File: config.mk
export PLATFORM = sky130hd
export DESIGN_NAME = ama_pipe_adder
export DESIGN_NICKNAME = d
export VERILOG_FILES = /design/src/rtl/ama_pipe_adder.sv
export SDC_FILE = /design/constraint.sdc
export NUM_CORES = 1
export LEC_CHECK = 0
export CAP_MARGIN = 20
export CORE_ASPECT_RATIO = 1.2
export CORE_MARGIN = 4
export CORE_UTILIZATION = 40
export CTS_CLUSTER_DIAMETER = 30
export DETAILED_ROUTE_END_ITERATION = 10
export HOLD_SLACK_MARGIN = 0.05
export PLACE_DENSITY = 0.71
export SYNTH_ARGS = -nofsm -noshare
export SYNTH_HDL_FRONTEND = slang
export SYNTH_SLANG_ARGS = --single-unit
File: constraint.sdc
create_clock -name clk -period 4.94 [get_ports clk]
set_input_delay 0.988 -clock clk [delete_from_list [all_inputs] [get_ports clk]]
set_output_delay 0.988 -clock clk [all_outputs]
set_load 0.05 [all_outputs]
File: src/rtl/ama_pipe_adder.sv
// ama_pipe_adder
//   Pipelined approximate-mirror adder built from 4-bit nibble cells.
//   The low `appr_cnt` nibbles of each transaction use the approximate cell
//   (s = a|b, carry-out = a[3]&b[3], carry-in ignored). The others are exact.
//   The carry chain is cut by a register every NPS nibbles, which gives
//   STAGES = NB/NPS pipeline stages. A shadow exact sum is computed at the
//   output. A saturating counter tracks how many delivered results differed
//   from that exact sum.
//
// Ports
//   clk, rst             : clock and synchronous active-high reset
//   in_valid / in_ready  : input handshake
//   a, b, cin, appr_cnt  : operands, carry-in, count of approximate low nibbles
//   out_valid / out_ready: output handshake
//   sum, cout            : result held in the last stage register
//   err_cnt, clr_err     : mismatch counter and its synchronous clear
module ama_pipe_adder #(
  parameter int WIDTH = 24,
  parameter int NPS   = 2,
  parameter int ECW   = 16,
  localparam int NB   = WIDTH / 4,
  localparam int ACW  = $clog2(NB + 1)
) (
  input  logic             clk,
  input  logic             rst,
  input  logic             in_valid,
  output logic             in_ready,
  input  logic [WIDTH-1:0] a,
  input  logic [WIDTH-1:0] b,
  input  logic             cin,
  input  logic [ACW-1:0]   appr_cnt,
  output logic             out_valid,
  input  logic             out_ready,
  output logic [WIDTH-1:0] sum,
  output logic             cout,
  output logic [ECW-1:0]   err_cnt,
  input  logic             clr_err
);

  localparam int STAGES = NB / NPS;
  localparam logic [ACW-1:0] NB_AC = ACW'(NB);

  // Computes nibbles first .. first+NPS-1 on top of the partial sum `part`.
  // Returns {carry_out, updated_partial_sum}.
  function automatic logic [WIDTH:0] stage_calc(
    input int               first,
    input logic [WIDTH-1:0] op_a,
    input logic [WIDTH-1:0] op_b,
    input logic [WIDTH-1:0] part,
    input logic             c_in,
    input logic [ACW-1:0]   ac
  );
    logic [WIDTH-1:0] s;
    logic             c;
    logic [4:0]       t;
    logic [3:0]       na;
    logic [3:0]       nb;
    s = part;
    c = c_in;
    for (int j = 0; j < NPS; j++) begin
      na = op_a[4*(first+j) +: 4];
      nb = op_b[4*(first+j) +: 4];
      t  = {1'b0, na} + {1'b0, nb} + {4'b0000, c};
      if ((first + j) < int'(ac)) begin
        // Approximate cell drops the incoming carry but still produces one.
        s[4*(first+j) +: 4] = na | nb;
        c = na[3] & nb[3];
      end else begin
        s[4*(first+j) +: 4] = t[3:0];
        c = t[4];
      end
    end
    return {c, s};
  endfunction

  // Global stall: every stage holds while the output is blocked.
  logic stall;
  assign stall    = out_valid & ~out_ready;
  assign in_ready = ~stall;

  // Stage registers (index k holds the result of stage k+1).
  logic             v_reg   [STAGES];
  logic [WIDTH-1:0] s_reg   [STAGES];
  logic             c_reg   [STAGES];
  logic [WIDTH-1:0] a_reg   [STAGES];
  logic [WIDTH-1:0] b_reg   [STAGES];
  logic             cin_reg [STAGES];
  logic [ACW-1:0]   ac_reg  [STAGES];

  // Stage inputs and combinational stage results.
  logic             st_v   [STAGES];
  logic [WIDTH-1:0] st_a   [STAGES];
  logic [WIDTH-1:0] st_b   [STAGES];
  logic [WIDTH-1:0] st_s   [STAGES];
  logic             st_c   [STAGES];
  logic             st_cin [STAGES];
  logic [ACW-1:0]   st_ac  [STAGES];
  logic [WIDTH:0]   calc   [STAGES];

  genvar gi;
  generate
    for (gi = 0; gi < STAGES; gi++) begin : g_stage
      if (gi == 0) begin : g_head
        assign st_v[gi]   = in_valid;
        assign st_a[gi]   = a;
        assign st_b[gi]   = b;
        assign st_s[gi]   = '0;
        assign st_c[gi]   = cin;
        assign st_cin[gi] = cin;
        // Out-of-range counts behave as "all nibbles approximate".
        assign st_ac[gi]  = (appr_cnt > NB_AC) ? NB_AC : appr_cnt;
      end else begin : g_body
        assign st_v[gi]   = v_reg[gi-1];
        assign st_a[gi]   = a_reg[gi-1];
        assign st_b[gi]   = b_reg[gi-1];
        assign st_s[gi]   = s_reg[gi-1];
        assign st_c[gi]   = c_reg[gi-1];
        assign st_cin[gi] = cin_reg[gi-1];
        assign st_ac[gi]  = ac_reg[gi-1];
      end
      assign calc[gi] = stage_calc(gi * NPS, st_a[gi], st_b[gi], st_s[gi],
                                   st_c[gi], st_ac[gi]);
    end
  endgenerate

  always_ff @(posedge clk) begin
    if (rst) begin
      for (int k = 0; k < STAGES; k++) begin
        v_reg[k]   <= 1'b0;
        s_reg[k]   <= '0;
        c_reg[k]   <= 1'b0;
        a_reg[k]   <= '0;
        b_reg[k]   <= '0;
        cin_reg[k] <= 1'b0;
        ac_reg[k]  <= '0;
      end
    end else if (!stall) begin
      for (int k = 0; k < STAGES; k++) begin
        v_reg[k]   <= st_v[k];
        s_reg[k]   <= calc[k][WIDTH-1:0];
        c_reg[k]   <= calc[k][WIDTH];
        a_reg[k]   <= st_a[k];
        b_reg[k]   <= st_b[k];
        cin_reg[k] <= st_cin[k];
        ac_reg[k]  <= st_ac[k];
      end
    end
  end

  assign out_valid = v_reg[STAGES-1];
  assign sum       = s_reg[STAGES-1];
  assign cout      = c_reg[STAGES-1];

  // Shadow exact sum from the operands that travelled with the result.
  logic [WIDTH:0] exact_x;
  logic           mismatch;
  assign exact_x  = {1'b0, a_reg[STAGES-1]} + {1'b0, b_reg[STAGES-1]}
                  + (WIDTH+1)'(cin_reg[STAGES-1]);
  assign mismatch = ({cout, sum} != exact_x);

  logic [ECW-1:0] err_reg;
  always_ff @(posedge clk) begin
    if (rst || clr_err) begin
      err_reg <= '0;
    end else if (out_valid && out_ready && mismatch && (err_reg != '1)) begin
      err_reg <= err_reg + ECW'(1);
    end
  end
  assign err_cnt = err_reg;

endmodule

* Word-level counts from Yosys, hierarchy flattened
Memory sizes are Yosys's and may differ from the RTL's. Index checks and enable logic that the tools add are counted.
Word-level totals: register bits 16, bits in latches 0, RAM bits 234, memory bits (read-only) 0, bits of input ports 57, output and inout bits 43, logic and storage cells 111, memories kept 7
Memory list:
- a_reg | words 3, bits a word 24, read ports 3, clocked after memory_dff 0, wr ports 3, line 85 | logic [WIDTH-1:0] a_reg [STAGES];
- b_reg | words 3, bits a word 24, read ports 3, clocked after memory_dff 0, wr ports 3, line 86 | logic [WIDTH-1:0] b_reg [STAGES];
- s_reg | words 3, bits a word 24, read ports 3, clocked after memory_dff 0, wr ports 3, line 83 | logic [WIDTH-1:0] s_reg [STAGES];
- ac_reg | words 3, bits a word 3, read ports 2, clocked after memory_dff 0, wr ports 3, line 88 | logic [ACW-1:0] ac_reg [STAGES];
- c_reg | words 3, bits a word 1, read ports 3, clocked after memory_dff 0, wr ports 3, line 84 | logic c_reg [STAGES];
- cin_reg | words 3, bits a word 1, read ports 3, clocked after memory_dff 0, wr ports 3, line 87 | logic cin_reg [STAGES];
- 1 more memories
Operators by class: $add $sub $neg 15, multipliers 0, divide/modulo/power cells 0, order comparisons 7, eq/ne operators 2, shift-type cells 0, multiplexer cells 39, bitwise gates (word level) 36, reduce and logical (&&, ||, !) cells 4
Operators by type and width (number):
- 24-bit 2-to-1 mux | 9
- 4-bit by 4-bit adder with 5-bit output | 6
- 5-bit by 1-bit adder with 5-bit output | 6
- 24-bit by 24-bit adder with 25-bit output | 1
- 25-bit by 1-bit adder with 25-bit output | 1
- 25-bit inequality test | 1
- 4-bit 2-to-1 mux | 6
- 4-bit OR | 6
- 1-bit OR | 21
- 1-bit 2-to-1 mux | 20
- 16-bit by 1-bit adder with 16-bit output, second input constant | 1
- 16-bit inequality test, second input constant | 1
- 3-bit 2-to-1 mux | 4
- 1-bit AND | 7
- 1-bit by 3-bit < comparator with 1-bit output, first input constant | 2
- 2-bit by 3-bit < comparator with 1-bit output, first input constant | 2
- 3-bit < comparator, first input constant | 2
- 3-bit greater-than comparator, second input constant | 1
- 1-bit logical AND | 3
- 1-bit inverter | 2
- 1-bit logical OR | 1

* Logic depth before layout (Yosys ltp)
word-level depth 7, gate-level depth with buffers 15, depth with buffers taken out 13

* Worst setup path after synthesis
Ideal clock, no wire load.
kind input-to-reg, from in out_ready, to mem a_reg[0][0] (enable), library setup time 0.481 ns, arrival time 4.076 ns, data required time 4.459 ns, setup slack 0.382 ns, cell stages on the path 2, path buffers 0, cell sequence nand2b_1 or2_2
RTL lines:
- start, declared | line 33 | input logic out_ready,
- end, declared | line 85

==> results.md <==
- Sw Share: 25.0%
- Clock Sinks: 223
- YS warnings: 0
- Primary FF master, synth: edfxtp_1
- Initial Util: 40.6%
- Final setup skew: 0.0177 ns
- # fillers: 2,508
- Clock tree from TritonCTS: done
- Detail Placement HPWL: 16,800 um
- Mapped Cells: 1,002
- Hold_ws: 0.509 ns
- Mapped cell area: 11,700 um^2
- Endpoints failing hold: 0
- Antenna violations before repair: 0
- Clock root buffer master: clkbuf_16
- Met3 WL: 996 um
- EDFF count, synth: 207
- Crit Path Max Fanout: 20
- R2R setup slack: 0.84 ns
- Yosys cell types: 72
- Iteration-0 DRC Markers: 547
- H-tree depth: 2
- I/O pin cnt: 100
- WP data required: 5.33 ns
- Overall global routing resource usage: 14.6%
- Core Area: 28,800 um^2
- Routed Antenna Nets: 0
- Fin crit share: 83.0%
- Worst-margin pin slew: 1.04 ns
- Psw: 1.38 mW
- Vias after detailed routing: 7,562
- Worst skew pair latency: 0.53 ns
- Clock period minus worst slack: 4.10 ns
- Met1 WL: 10,000 um
- Die width: 164 um
- Worst-path clk slew: 0.05 ns
- Comb power frac: 11.3%
- Crit end category: register
- RePlAce Congestion: 0.877
- DR WL met2: 11,500 um
- Largest net degree at the start of global routing: 126
- First-pass GRT wire length: 38,100 um
- Peak supply drop: 0.253 mV
- Die height: 195 um
- Post-CTS Hold Fix Bufs: 0
- Max-slew violation count: 0
- Hold Path Class: reg2reg
- FF+latch count, synth: 223
- Asr flop ratio synth: 0%
- Power Density: 383 nW/um^2
- Crit start category: register
- Ant. Diodes: 0
- Mapped Avg Cell Area: 11.7 um^2
- Setup_tns: 0 ns
- Bufs on Longest Clock Path: 3
- Leak pwr: 6.02 nW
- Status: finished clean
- Sequential power share: 40.8%
- Fmax: 244 MHz
- Synth Net Count: 1,139
- Post-CTS Resized: 0
- Routed wire length: 23,100 um
- Layout area overhead: 23.1%
- Highest routed layer: met4
- FP Rows: 68
- WS Path Type: reg2reg
- Port Buffers: 99
- Die area: 32,100 um^2
- Overflow after GRT: 0
- P_int: 4.14 mW
- Relative slew slack: 31.0%
- TritonCTS buffer count: 40
- CP Data Arrival Time: 4.49 ns
- Drt drc: 0
- Tot Pwr: 5.52 mW
- DR WL/cell: 15.2 um
- MaxCap Viol Count: 0
- DR vias/cell: 4.96
- Pre-Repair DR Iteration Count: 5
- Sequential share of the synthesized area: 55.8%
- Unrepaired setup endpoints after global routing: no
- Clock group share of total power: 47.8%
- Ratio of cells with drive above 1 in the final layout: 7.89%
- Final #Nets: 1,247
- Finish-stage setup viols: 0
- Post-CTS setup buffers: 0
- Vias in the first global route: 7,623
==> power by group through the flow <==
| stage | registers, mW | logic [mW] | clock network [mW] |
|---|---|---|---|
| 6_report | 2.25 | 0.626 | 2.64 |
| 5_1_grt | 2.27 | 0.696 | 2.80 |
| 4_1_cts | 2.26 | 0.632 | 2.71 |
| 3_5_place_dp | 2.29 | 0.627 | 0 |
| 3_3_place_gp | 2.29 | 0.617 | 0 |
| 2_1_floorplan | 2.34 | 0.374 | 0 |
==> Yosys cell counts, drive strengths merged, types with 7 or more instances <==
| cell type | instances | area, um^2 |
|---|---|---|
| inv | 66 | 248 |
| or3 | 11 | 73.8 |
| and2 | 134 | 838 |
| o21ai | 22 | 110 |
| a211oi | 21 | 158 |
| a21oi | 50 | 258 |
| dfxtp | 16 | 320 |
| nand2 | 36 | 138 |
| clkbuf | 27 | 101 |
| a21o | 19 | 143 |
| nand4 | 14 | 93.8 |
| nand3 | 20 | 100 |
| a31oi | 7 | 43.8 |
| fa | 14 | 280 |
| buf | 11 | 77.6 |
| xnor2 | 19 | 166 |
| and3 | 8 | 50.1 |
| ha | 66 | 826 |
| edfxtp | 207 | 6220 |
| nor2 | 110 | 413 |
| xor2 | 22 | 193 |
==> per-stage QoR <==
stage,util [%],std cells,worst slack [ns],cell area (um^2)
after CTS,50.0,1526,0.827,14400
after global routing,50.0,1526,0.517,14400
after global placement,45.3,1453,0.875,13100
after detailed placement,45.3,1453,0.840,13100
after floorplan,-,1002,0.382,11700
final,50.0,1526,0.840,14400
==> worst paths after layout <==
check,from,endpoint,cells after the start
setup / recovery,b_reg[0][48],err_cnt[14],13
hold / removal,a_reg[0][29],a_reg[0][53],1
setup reg to reg,b_reg[0][48],err_cnt[14],13
hold reg to reg,a_reg[0][29],a_reg[0][53],1
==> per-layer routing <==
metal	vias to the layer above	GRT usage, %
met3	44	2.87
met1	3538	18.3
met5	-	0
met4	0	5.38
met2	152	24.9
li1	3828	-
==> cell usage in the layout (no fill, tap or decap), types with 19 or more instances in the layout <==
cell type          n
a21oi_1           48
xnor2_1           19
nor2_1           110
a21o_1            19
clkbuf_16         40
ha_1              66
and2_1           134
a211oi_1          21
nand3_1           20
inv_1             66
nand2_1           35
xor2_1            22
clkdlybuf4s50_1   99
edfxtp_1         207
==> kinds of logic (layout without fill, tap and decap cells) <==
| family | after synthesis | count (layout) | synth area share [%] |
|---|---|---|---|
| AND/OR/NAND/NOR | 367 | 367 | 16.5 |
| buffers and inverters | 104 | 243 | 3.64 |
| XOR/XNOR | 41 | 41 | 3.07 |
| multiplexers | 9 | 9 | 0.844 |
| adder cells (fa/ha/maj) | 80 | 80 | 9.45 |
| flip-flops | 223 | 223 | 55.8 |
| AO/OA/AOI/OAI | 178 | 178 | 10.7 |
==> layout make-up <==
cell class / instances / area (um^2) / share of cell area, %
Sequential cell: 223 / 6540 / 45.4
Inverter: 66 / 248 / 1.72
Timing Repair Buffer: 104 / 1050 / 7.31
Tap cell: 385 / 482 / 3.34
Clock buffer: 44 / 1020 / 7.05
Clock inverter: 29 / 317 / 2.20
Multi-Input combinational cell: 675 / 4760 / 33.0
==> critical path, stage by stage, from the launching register on <==
cell and delay, ns:
edfxtp_1 0.36, inv_1 0.09, fa_1 0.22, inv_1 0.07, fa_1 0.42, a21oi_1 0.20, o221ai_1 0.32, o2111ai_1 0.21
o2111ai_1 0.13, or4_1 0.47, nor4_1 0.50, and4_1 0.68, or4_1 0.24, a21oi_2 0.06
Note: power is estimated with default switching activity, not from simulation.
